**src/rtl/nes_cpu_pkg.sv**
```systemverilog
// Shared constants for the 6502 core control path: interrupt-kind codes,
// the BRK opcode forced during interrupt/reset sequences, and the default cycle width.
package nes_cpu_pkg;

  localparam int unsigned CYC_W_DEF   = 3;
  localparam int unsigned OPC_W_DEF   = 8;
  localparam logic [7:0]  BRK_OPC_DEF = 8'h00;

  typedef enum logic [1:0] {
    INT_NONE  = 2'd0,
    INT_IRQ   = 2'd1,
    INT_NMI   = 2'd2,
    INT_RESET = 2'd3
  } int_kind_t;

endpackage

```
**src/rtl/instr_int_arbiter.sv**
```systemverilog
// Interrupt source arbiter: NMI falling-edge detector, pending reset/NMI flags
// and the RESET > NMI > IRQ priority select that decides when BRK is forced.
module instr_int_arbiter
  import nes_cpu_pkg::*;
(
  input  logic      clk_ph1,
  input  logic      rst,
  input  logic      load,
  input  logic      nmi_n,
  input  logic      irq_n,
  input  logic      i_flag,
  output logic      force_brk,
  output int_kind_t kind
);

  logic r_nmi_prev;
  logic r_nmi_pend;
  logic r_rst_pend;
  logic w_nmi_edge;
  logic w_irq_take;

  assign w_nmi_edge = r_nmi_prev && !nmi_n;
  assign w_irq_take = !irq_n && !i_flag;

  // Edge detection ignores rdy; a fresh edge wins over the clear from a serving load.
  always_ff @(posedge clk_ph1) begin
    if (!rst) begin
      r_nmi_prev <= 1'b1;
      r_nmi_pend <= 1'b0;
      r_rst_pend <= 1'b1;
    end else begin
      r_nmi_prev <= nmi_n;
      if (w_nmi_edge)
        r_nmi_pend <= 1'b1;
      else if (load && !r_rst_pend)
        r_nmi_pend <= 1'b0;
      if (load)
        r_rst_pend <= 1'b0;
    end
  end

  always_comb begin
    force_brk = 1'b1;
    kind      = INT_NONE;
    if (r_rst_pend)
      kind = INT_RESET;
    else if (r_nmi_pend)
      kind = INT_NMI;
    else if (w_irq_take)
      kind = INT_IRQ;
    else
      force_brk = 1'b0;
  end

endmodule

```
**src/rtl/instr_sequencer.sv**
```systemverilog
// T-cycle counter and instruction register with RDY stall and BRK injection.
// Optional retired-opcode counter enabled by defining INSTR_SEQ_RETIRE_CNT_EN.
module instr_sequencer
  import nes_cpu_pkg::*;
#(
  parameter int unsigned      CYC_W   = CYC_W_DEF,
  parameter int unsigned      OPC_W   = OPC_W_DEF,
  parameter logic [OPC_W-1:0] BRK_OPC = OPC_W'(BRK_OPC_DEF)
) (
  input  logic             clk_ph1,
  input  logic             rst,
  input  logic             rdy,
  input  logic             I_cycle,
  input  logic             R_cycle,
  input  logic             S_cycle,
  input  logic [OPC_W-1:0] pd,
  input  logic             nmi_n,
  input  logic             irq_n,
  input  logic             i_flag,
  output logic [OPC_W-1:0] ir,
  output logic [CYC_W-1:0] cycle,
  output logic             sync,
  output logic [1:0]       int_kind,
  output logic [31:0]      instr_count
);

  logic [CYC_W-1:0] r_cycle;
  logic [OPC_W-1:0] r_ir;
  logic             r_sync;
  int_kind_t        r_kind;

  logic [CYC_W-1:0] w_next_cycle;
  logic             w_is_t1;
  logic             w_load;
  logic             w_force_brk;
  int_kind_t        w_kind;

  always_comb begin
    w_next_cycle = r_cycle;
    if (R_cycle)
      w_next_cycle = '0;
    else if (I_cycle)
      w_next_cycle = r_cycle + CYC_W'(1);
    else if (S_cycle)
      w_next_cycle = r_cycle + CYC_W'(2);
  end

  assign w_is_t1 = (w_next_cycle == CYC_W'(1));
  assign w_load  = rdy && w_is_t1;

  instr_int_arbiter u_arb (
    .clk_ph1   (clk_ph1),
    .rst       (rst),
    .load      (w_load),
    .nmi_n     (nmi_n),
    .irq_n     (irq_n),
    .i_flag    (i_flag),
    .force_brk (w_force_brk),
    .kind      (w_kind)
  );

  always_ff @(posedge clk_ph1) begin
    if (!rst) begin
      r_cycle <= '1;
      r_ir    <= '0;
      r_sync  <= 1'b0;
      r_kind  <= INT_NONE;
    end else if (rdy) begin
      r_cycle <= w_next_cycle;
      r_sync  <= w_is_t1;
      if (w_load) begin
        r_ir   <= w_force_brk ? BRK_OPC : pd;
        r_kind <= w_kind;
      end
    end
  end

  assign ir       = r_ir;
  assign cycle    = r_cycle;
  assign sync     = r_sync;
  assign int_kind = r_kind;

`ifdef INSTR_SEQ_RETIRE_CNT_EN
  logic [31:0] r_instr_count;

  always_ff @(posedge clk_ph1) begin
    if (!rst)
      r_instr_count <= '0;
    else if (w_load && !w_force_brk)
      r_instr_count <= r_instr_count + 32'd1;
  end

  assign instr_count = r_instr_count;
`else
  assign instr_count = '0;
`endif

endmodule

```
**config.mk**
```make
export PLATFORM = sky130hd
export DESIGN_NAME = instr_sequencer
export DESIGN_NICKNAME = d
export VERILOG_FILES = /design/src/rtl/nes_cpu_pkg.sv /design/src/rtl/instr_int_arbiter.sv /design/src/rtl/instr_sequencer.sv
export SDC_FILE = /design/constraint.sdc
export NUM_CORES = 1
export LEC_CHECK = 0
export CORE_ASPECT_RATIO = 0.8
export CORE_MARGIN = 2
export CORE_UTILIZATION = 25
export CTS_CLUSTER_DIAMETER = 150
export CTS_CLUSTER_SIZE = 24
export DETAILED_ROUTE_END_ITERATION = 10
export GPL_ROUTABILITY_DRIVEN = 0
export PLACE_DENSITY = 0.56
export SYNTH_ARGS = -nofsm -noshare
export SYNTH_HDL_FRONTEND = slang
export SYNTH_SLANG_ARGS = --single-unit
```
**constraint.sdc**
```tcl
create_clock -name clk_ph1 -period 3.6 [get_ports clk_ph1]
set_clock_uncertainty 0.2 [all_clocks]
set_input_delay 0.72 -clock clk_ph1 [delete_from_list [all_inputs] [get_ports clk_ph1]]
set_output_delay 0.72 -clock clk_ph1 [all_outputs]
set_load 0.02 [all_outputs]
```
==> flow_summary.toml, run 1 <==
[synthesis]
synth_edf_count = 0
postSynthAreaPerCell_um2 = 8.78
ys_ff_latch = 17
async_reset_ff_share_pct = 0
ys_types = 27
yosys_warnings = 0
netlist_area_mm2 = 0.00102
dominantRegCellSynth = "dfxtp_1"
yosysSeqAreaShare_pct = 33.4
synthCells = 116

[setup_path]
cp_slowest_cell = "nor4_4"
r2r_slack_ns = 1.39
r2r_start = "cycle[0]"
cp.arrival_ns = 2.75
startpoint_type = "primary input"
r2r-end = "ir[5]"
critical_path_class = "in -> reg"
worstSetupEndpoint = "ir[5]"
worstPathCellList = "clkdlybuf4s50_1 > and4b_1 > a211oi_2 > nor4_4 > buf_4 > mux2i_1"
worstRegToRegCells = 6
cp-startpoint = "I_cycle"
max_stage_delay_ns = 0.57
required_ns = 3.57
cp-end-kind = "register"
cp_max_fo = 8

[cells_and_area]
final_cell_mix = "32 x conb_1, 30 x clkdlybuf4s50_1, 20 x nand2_1, 17 x dfxtp_1, 11 x mux2i_1"
stdcell_count = 203
layout-drive-gt1-share_pct = 5.41
fin_nets = 167
diodes = 0
multi_input_area_um2 = 528
seq_area_um2 = 340
fillers = 401
areaGrowthSynthToFinish_pct = 28.1
final_common_cell = "conb_1"

[clock_network]
clock-sinks = 17
clk_pin_slew_worst_paths_ns = 0.06
cts_buffers = 3
cts_hold_buf = 0
cts_tree = "yes"
cts_root_buf = "clkbuf_8"
insertion_delay_ns = 0.25
post_cts_buffers = 0
htree_levels = 1
cts_resized = 0
cts_buffer_depth = 2

[sta]
worstMarginPinSlew_ns = 0.729
hold-worst-slack_ns = 0.255
rsz0062_at_grt = "no"
slew_violations = 0
hold_violations = 0
setup_tns_ns = 0
fin_ws_ns = 0.823
finalSetupViolCount = 0
clock.fmax_mhz = 360
fin_crit_sh_pct = 77.1
slew_headroom_pct = 51.3
layout_min_cycle_time_ns = 2.78

[routing]
viasPerCell = 3.74
via_count = 759
dr.pass1.iters = 3
antenna_left = 0
wl_mm = 1.93
drt_iter0_markers = 22
wire_per_inst_um = 9.51
drcViolationCount = 0

[power]
pwr-share-clk_pct = 31.7
seqPwrFrac_pct = 45.6
finalPower_w = 0.000440
comb_power_share_pct = 22.6
internal_power_w = 0.000312
switching_share_pct = 29.2
switchingPower_w = 0.000129
leakagePower_nw = 0.513
powerDensity_mw_per_mm2 = 338
max-vdd-ir-drop_mv = 0.130

[floorplan]
start_util_pct = 26.4
fp.dieArea_mm2 = 0.00460
core_area_mm2 = 0.00385
io_pins = 63
fp-row-count = 20
fp.dieW_um = 75.4
die_y_um = 61.1

[global_routing]
antenna_found_initial = 0
track_usage_pct = 8.07
grt_overflow = 0
grt_first_pass_wirelength_mm = 2.83
grt_start_max_net_pins = 21
grt_pass1_vias = 677

[placement]
place_inst = 199
io_buffer_count = 30
place_ws_ns = 0.572
dp_hpwl_mm = 1.55

[hold_path]
hold_depth = 2
hold_class = "reg -> reg"

[run]
drv_cap = 0

[run_status]
status = "finished clean"
==> worst max-delay path: cells and delay by family <==
kind	cells	cell delay (ns)
AO/OA/AOI/OAI	1	0.07
buffers and inverters	2	0.82
multiplexers	1	0.20
AND/OR/NAND/NOR	2	0.93
==> final cells by class <==
type                            count  share of cell area [%]
Clock buffer                        4                    3.45
Inverter                            2                   0.575
Multi-Input combinational cell     93                    40.5
Sequential cell                    17                    26.1
Tap cell                           55                    5.27
Timing Repair Buffer               32                    24.2
==> sequential cells by signal, summed over array words and instances (netlist names) <==
name and flops:
ir 8, cycle 3, int_kind 2, sync 1, u_arb.r_nmi_pend 1, u_arb.r_nmi_prev 1
u_arb.r_rst_pend 1
==> worst min-delay path by stage <==
stage	slack (ns)	from	end
4_1_cts	0.26	ir[7]	ir[7]
5_1_grt	0.29	ir[2]	ir[2]
3_3_place_gp	0.25	ir[5]	ir[5]
3_5_place_dp	0.25	ir[7]	ir[7]
6_report	0.25	ir[7]	ir[7]
2_1_floorplan	0.27	u_arb.r_rst_pend	u_arb.r_rst_pend
==> cell usage after synthesis, types with 2 or more instances <==
library cell,count,share of area (%)
o21ai_0,4,2.0
nor2_1,2,0.74
nand2_1,20,7.4
a21oi_1,2,0.98
buf_4,32,24
nand2b_1,4,2.5
nor2b_1,3,1.8
xnor2_1,2,1.7
dfxtp_1,17,33
inv_1,2,0.74
mux2i_1,11,11
clkbuf_1,2,0.74
==> kinds of logic after synthesis <==
kind of cell / count (synthesis) / share of synthesized area [%]
xor+xnor: 2 / 1.72
buf+inv: 37 / 26.2
mux: 11 / 10.8
fa+ha+maj: 1 / 1.23
compound gates: 11 / 7.00
other cells: 1 / 0.368
simple gates: 36 / 19.3
flops: 17 / 33.4
==> power groups by stage <==
stage	Clock (W)	Sequential, W	Combinational, W
after floorplan	0	0.000209	0.0000866
after global placement	0	0.000205	0.0000978
after detailed placement	0	0.000205	0.0000995
after CTS	0.000144	0.000201	0.0000997
after global routing	0.000152	0.000202	0.000108
final	0.000140	0.000201	0.0000996
==> routing by layer <==
metal	up-vias	GRT usage, %	share of wire, %
met4	0	3.01	2.5
met5	-	0	0
met1	343	9.34	41
met2	29	13.2	48
li1	381	-	-
met3	6	3.76	8.2
==> stage by stage <==
step	util, %	instance area (um^2)
5_1_grt	33.9	1310
4_1_cts	33.9	1310
2_1_floorplan	-	1130
3_3_place_gp	32.7	1260
6_report	33.9	1310
3_5_place_dp	32.7	1260
(Power assumes the default switching activity.)
==> run 2, diff against run 1 <==
clock period = 2.9 ns   (was 3.6 ns; I/O delays follow)
==> flow_summary.toml, run 2 (same netlist as run 1, synthesis figures left out) <==
[run_status]
status = "finished clean"

[cells_and_area]
stdcell_count = 204
largest_reg_flops = 8
fin_nets = 168
diodes = 0
areaGrowthSynthToFinish_pct = 28.9
fillers = 414
final_common_cell = "conb_1"
fin_util_pct = 34.1
final_cell_mix = "32 x conb_1, 30 x clkdlybuf4s50_1, 20 x nand2_1, 17 x dfxtp_1, 11 x mux2i_1"
layout-drive-gt1-share_pct = 6.04

[global_routing]
grt_first_pass_wirelength_mm = 2.91
grt_start_max_net_pins = 21
grt_overflow = 0
track_usage_pct = 8.30
grt_pass1_vias = 682
antenna_found_initial = 0

[setup_path]
r2r_slack_ns = 0.97
worstRegToRegCells = 6
critical_path_class = "in -> reg"
cp_max_fo = 13
r2r-end = "ir[5]"
cp-end-kind = "register"
required_ns = 2.87
startpoint_type = "primary input"
cp.arrival_ns = 2.25
r2r_start = "cycle[1]"

[power]
switchingPower_w = 0.000159
seqPwrFrac_pct = 45.8
powerDensity_mw_per_mm2 = 416
switching_share_pct = 29.2
max-vdd-ir-drop_mv = 0.199
comb_power_share_pct = 22.6
internal_power_w = 0.000387
leakagePower_nw = 0.518
pwr-share-clk_pct = 31.6

[sta]
slew_violations = 0
fin_crit_sh_pct = 78.6
setup_tns_ns = 0
hold_violations = 0
hold-worst-slack_ns = 0.258
finalSetupViolCount = 0
rsz0062_at_grt = "no"
layout_min_cycle_time_ns = 2.28
fin_ws_ns = 0.622
clock.fmax_mhz = 439

[routing]
wl_mm = 1.93
dr.pass1.iters = 4
drt_iter0_markers = 13
wire_per_inst_um = 9.44
viasPerCell = 3.61
antenna_left = 0
via_count = 737
drcViolationCount = 0

[placement]
place_ws_ns = 0.367
place_inst = 200
dp_hpwl_mm = 1.47
io_buffer_count = 30

[run]
drv_cap = 0

[clock_network]
cts_tree = "yes"
cts_hold_buf = 0
insertion_delay_ns = 0.24
cts_buffers = 3
clk_pin_slew_worst_paths_ns = 0.06
cts_root_buf = "clkbuf_8"
post_cts_buffers = 0
htree_levels = 1
clock-sinks = 17
cts_buffer_depth = 2
cts_resized = 0

[floorplan]
core_area_mm2 = 0.00385
start_util_pct = 26.4
io_pins = 63
fp-row-count = 20
die_y_um = 61.1
fp.dieW_um = 75.4
fp.dieArea_mm2 = 0.00460

[hold_path]
hold_class = "reg -> reg"
hold_depth = 2
holdPathEnd = "int_kind[1]"
hold_start = "int_kind[1]"
-- run 2: how the worst max path moves through the flow --
stage / from / end / cells past startpoint
2_1_floorplan: cycle[1] / int_kind[0] / 6
3_3_place_gp: I_cycle / ir[1] / 6
3_5_place_dp: I_cycle / int_kind[0] / 6
4_1_cts: I_cycle / ir[5] / 6
5_1_grt: I_cycle / ir[5] / 6
6_report: I_cycle / ir[5] / 6
-- run 2: final cells by class --
class / count / area (um^2) / share of cell area [%]
Clock buffer: 4 / 45.0 / 3.43
Tap cell: 55 / 68.8 / 5.24
Sequential cell: 17 / 340 / 25.9
Multi-Input combinational cell: 93 / 528 / 40.2
Inverter: 2 / 7.51 / 0.572
Timing Repair Buffer: 33 / 323 / 24.6
-- run 2: through the flow --
step | power (W) | cell area [um^2]
global placement | 0.000376 | 1270
finish | 0.000546 | 1310
floorplan | 0.000367 | 1130
CTS | 0.000556 | 1310
global route | 0.000576 | 1310
detailed placement | 0.000378 | 1270
-- run 2: critical path, cell delays in order --
cell and delay (ns):
clkdlybuf4s50_1 0.53, and4b_1 0.32, a211oi_2 0.06, nor4_4 0.27
buf_4 0.27, mux2i_1 0.22
-- run 2: power groups by stage --
stage | clock [W] | combinational [W] | sequential (W)
final | 0.000173 | 0.000124 | 0.000250
after global routing | 0.000191 | 0.000134 | 0.000251
after CTS | 0.000182 | 0.000124 | 0.000250
after detailed placement | 0 | 0.000123 | 0.000255
after global placement | 0 | 0.000122 | 0.000255
after floorplan | 0 | 0.000108 | 0.000260
-- run 2: per-layer routing --
metal	up-vias	GRT usage, %	wire [um]
met5	-	0	0
met3	4	2.78	133
met4	0	3.26	19
met1	323	10.1	857
li1	383	-	-
met2	27	13.7	914
==> run 3, diff against run 2 <==
clock period = 2.1 ns   (was 2.9 ns; I/O delays follow)
==> flow_summary.toml, run 3 (same netlist as run 1, synthesis figures left out) <==
[run_status]
status = "finished clean"

[global_routing]
grt-busiest-layer = "met2"
antenna_found_initial = 0
grt_first_pass_wirelength_mm = 2.94
use_met2_pct = 12.8
met3_usage_pct = 4.75
grt_start_max_net_pins = 20
grt_overflow = 0
track_usage_pct = 8.48
use_met1_pct = 10.3
grt_pass1_vias = 671

[placement]
io_buffer_count = 30
dp_hpwl_mm = 1.60
place_area_mm2 = 0.00130

[cells_and_area]
fillers = 413
diodes = 0
final_cell_mix = "32 x conb_1, 29 x clkdlybuf4s50_1, 20 x nand2_1, 17 x dfxtp_1, 11 x mux2i_1"
stdcell_area_mm2 = 0.00135
final_common_cell = "conb_1"
seq_area_um2 = 340
areaGrowthSynthToFinish_pct = 32.2
fin_util_pct = 34.9
layout-drive-gt1-share_pct = 7.89
largest_reg_flops = 8
multi_input_area_um2 = 528
fin_nets = 171

[floorplan]
fp.dieW_um = 75.4
core_area_mm2 = 0.00385
start_util_pct = 26.4
fp-row-count = 20
fp.dieArea_mm2 = 0.00460
io_pins = 63
die_y_um = 61.1

[setup_path]
cp.arrival_ns = 1.95
worstPathCellList = "clkdlybuf4s50_1 > and4b_1 > a211oi_2 > nor4_4 > buf_12 > mux2i_1"
startpoint_type = "primary input"
critical_path_class = "in -> reg"
cp_max_fo = 13
required_ns = 2.07
critPathTopFamily = "buffers and inverters"
cp-end-kind = "register"
max_stage_delay_ns = 0.51
cp_slowest_cell = "clkdlybuf4s50_1"
critPathBufInv = 2

[sta]
finalSetupViolCount = 0
fin_crit_sh_pct = 94.2
rsz0062_at_grt = "no"
hold_violations = 0
clock.fmax_mhz = 505
layout_min_cycle_time_ns = 1.98
slew_violations = 0

[clock_network]
cts_tree = "yes"
cts_buffer_depth = 2
htree_levels = 1
cts_buffers = 3
cts_root_buf = "clkbuf_8"
clock-sinks = 17
cts_hold_buf = 0
insertion_delay_ns = 0.25
clk_pin_slew_worst_paths_ns = 0.06
post_cts_buffers = 0

[routing]
via_count = 769
wire_per_inst_um = 9.80
antenna_left = 0
viasPerCell = 3.71
dr.pass1.iters = 4
wl_mm = 2.03
drt_iter0_markers = 24
drcViolationCount = 0

[power]
max-vdd-ir-drop_mv = 0.207
leakagePower_nw = 0.537
switchingPower_w = 0.000221
switching_share_pct = 29.0
pwr-share-clk_pct = 31.0
comb_power_share_pct = 23.6
finalPower_w = 0.000761
seqPwrFrac_pct = 45.3
internal_power_w = 0.000540
powerDensity_mw_per_mm2 = 565

[run]
drv_cap = 0

[hold_path]
hold_class = "reg -> reg"
run 3: cell types whose count changed in the layout (fill, tap and decap cells not counted):
cell             change
buf_4                +2
buf_12               +1
clkdlybuf4s50_1      -1
dlygate4sd2_1        +1
run 3: timing repair:
item                                   CTS  global route
endpoints found under the hold margin    0             0
setup endpoints to repair                1             0
gates resized for setup                  1             0
run 3: path summary, 6_finish.rpt:
check        slack (ns)  startpoint  endpoint  depth (start not counted)
max                0.12     S_cycle     ir[5]                          6
max reg2reg        0.19    cycle[0]     ir[5]                          6
min                0.26       ir[4]     ir[4]                          2
min reg2reg        0.26       ir[4]     ir[4]                          2
run 3: routing by layer:
| layer | part of all wire (%) | vias up | wire, um |
|---|---|---|---|
| met4 | 0.35 | 0 | 7 |
| met3 | 7.7 | 2 | 156 |
| met1 | 42 | 346 | 860 |
| met2 | 50 | 32 | 1000 |
| met5 | 0 | - | 0 |
| li1 | - | 389 | - |
run 3: area by class of cell:
cell class              instances  area share [%]
well taps                      55            5.11
repair buffers                 36            26.5
inverters                       2           0.558
flip-flops and latches         17            25.3
multi-input cells              93            39.2
clock buffers                   4            3.35
run 3: power groups by stage:
stage / clock, W / combinational [W] / sequential [W]
finish: 0.000236 / 0.000180 / 0.000345
global route: 0.000265 / 0.000194 / 0.000347
CTS: 0.000246 / 0.000179 / 0.000345
detailed placement: 0 / 0.000179 / 0.000352
global placement: 0 / 0.000175 / 0.000352
floorplan: 0 / 0.000149 / 0.000359
run 3: worst reg2reg max path, stage by stage (launching register included):
cell	delay, ns
dfxtp_1	0.36
ha_1	0.22
a21oi_1	0.20
a211oi_2	0.13
nor4_4	0.34
buf_12	0.19
mux2i_1	0.20
run 3: through the flow:
stage | std cells | TNS [ns] | hold slack (ns) | setup WS (ns)
2_1_floorplan | 147 | 0 | 0.275 | 0.123
3_3_place_gp | 203 | -1.57 | 0.249 | -0.137
3_5_place_dp | 203 | -2.73 | 0.255 | -0.240
4_1_cts | 207 | 0 | 0.265 | 0.112
5_1_grt | 207 | 0 | 0.276 | 0.0409
6_report | 207 | 0 | 0.263 | 0.122
==> variant: new RTL, flow settings as in run 1 <==
Set the package constant `CYC_W_DEF` to 6 (it was 3).
--- a/src/rtl/nes_cpu_pkg.sv
+++ b/src/rtl/nes_cpu_pkg.sv
@@ -4,3 +4,3 @@
 
-  localparam int unsigned CYC_W_DEF   = 3;
+  localparam int unsigned CYC_W_DEF   = 6;
   localparam int unsigned OPC_W_DEF   = 8;
Interface: changed (resized cycle); port bits go from 63 to 66. The function was not compared with the original's and may differ.
==> variant against run 1 <==
Critical path depth up 1. First-iteration DRC count rose to 2.9 times the old value. Worst setup slack worse by 200 ps. Sequential cell count up 3. Cell area up 24%. Routed wire length up 36%. Total power up 39%. Cell count up 22%. Synthesized area up 24%. Global-route usage up 1.1 points. Critical path type unchanged. Largest cell class unchanged.
==> variant: results <==
[run_status]
status = "completed"

[clock_tree]
path_clk_slew_ps = 80
cts_resized = 0
cts_max_path_buffers = 2
cts_max_level = 1
worst_skew_pair.late_latency_ps = 270

[critical_path]
reg2reg_slack_ps = 1210
cpPeakStageDelay_ps = 630
worstReg2RegStart = "cycle[0]$_SDFFE_PN1P_"
cp_data_arrival_time_ps = 2950
r2r_end = "u_arb.r_rst_pend$_SDFFE_PN1P_"
path_max_fanout = 12
worst_path_max_delay_cell = "clkdlybuf4s50_1"
worstRegToRegCells = 7

[synth]
ys_seq_area_share_pct = 31.6
yosys-top-cells-area = "dfxtp_1, buf_4, mux2i_1"
ys_top_cells_by_count = "buf_4, nand2_1, dfxtp_1, mux2i_1, o21ai_0"
yosysUniqueCellTypes = 32
async_reset_ff_share_pct = 0

[global_route]
grt_pass1_wl_um = 4130
antenna_found_initial = 0
grt_pass1_vias = 877
grt_usage_pct = 9.15
use_met1_pct = 12.6
grt_max_degree = 17
grt_use_met2_pct = 13.5
gr-usage-met3_pct = 2.93

[routing]
drtPass1Iterations = 4
drtIter0Drc = 64
vias = 997
wire_per_inst_um = 10.6

[worst_hold_path]
hp-class = "flip-flop to flip-flop"
hold_path_depth = 2

[power]
peakVddDrop_uv = 153
power.leakage_nw = 0.715

[timing]
fin_worst_hold_slack_ps = 262

[cells_and_area]
largest_reg_flops = 8
nets = 205
fill_cells = 514
drive_above_1_share_pct = 7.03

[place]
dp_hpwl_um = 1940
port_buffers = 33

[job]
maxCapViolCount = 0
==> variant: kinds of logic after synthesis <==
| logic type | after synthesis | share of synthesized area (%) |
|---|---|---|
| flip-flops | 20 | 31.6 |
| AO/OA/AOI/OAI | 29 | 14.9 |
| AND/OR/NAND/NOR | 43 | 16.8 |
| other | 1 | 0.296 |
| buffers and inverters | 41 | 22.8 |
| adder cells (fa/ha/maj) | 2 | 1.97 |
| multiplexers | 12 | 10.3 |
| XOR/XNOR | 2 | 1.38 |
==> variant: worst max-delay path, delay by kind of cell <==
kind / cells / cell delay, ps
buffers and inverters: 2 / 840
muxes: 1 / 330
and+or+nand+nor: 1 / 270
AOI/OAI and AO/OA: 3 / 780
==> variant: worst max-delay path by stage <==
stage | to | from | slack, ps
final | u_arb.r_rst_pend$_SDFFE_PN1P_ | I_cycle | 620
after CTS | u_arb.r_rst_pend$_SDFFE_PN1P_ | I_cycle | 640
after detailed placement | u_arb.r_rst_pend$_SDFFE_PN1P_ | I_cycle | 350
after floorplan | u_arb.r_rst_pend$_SDFFE_PN1P_ | I_cycle | 1160
after global placement | u_arb.r_rst_pend$_SDFFE_PN1P_ | I_cycle | 390
after global routing | u_arb.r_rst_pend$_SDFFE_PN1P_ | I_cycle | 520
==> variant: stage by stage <==
step / cells / utilization, % / total power [W] / setup WS (ps) / instance area, µm²
floorplan: 181 / - / 0.000362 / 1160 / 1380
global placement: 243 / 31.3 / 0.000382 / 387 / 1550
detailed placement: 243 / 31.3 / 0.000382 / 354 / 1550
CTS: 247 / 32.7 / 0.000620 / 639 / 1620
global route: 247 / 32.7 / 0.000640 / 525 / 1620
finish: 247 / 32.7 / 0.000612 / 623 / 1620
==> variant: power by group <==
| group | internal [W] | switching, W |
|---|---|---|
| combinational | 0.0000562 | 0.0000802 |
| clock | 0.000149 | 0.0000854 |
| sequential | 0.000230 | 0.0000118 |
==> variant: layout make-up <==
class / count / area (µm²) / share of cell area [%]
multi-input cells: 120 / 694 / 42.9
flip-flops and latches: 20 / 400 / 24.7
repair buffers: 37 / 360 / 22.3
well taps: 62 / 77.6 / 4.79
clock buffers: 3 / 41.3 / 2.55
clock inverters: 1 / 30.0 / 1.85
inverters: 4 / 15.0 / 0.927
==> variant: metal layers <==
metal	up-vias	part of all wire (%)
met4	0	1.0
met1	432	49
met3	5	7.2
met5	-	0
met2	43	42
li1	517	-
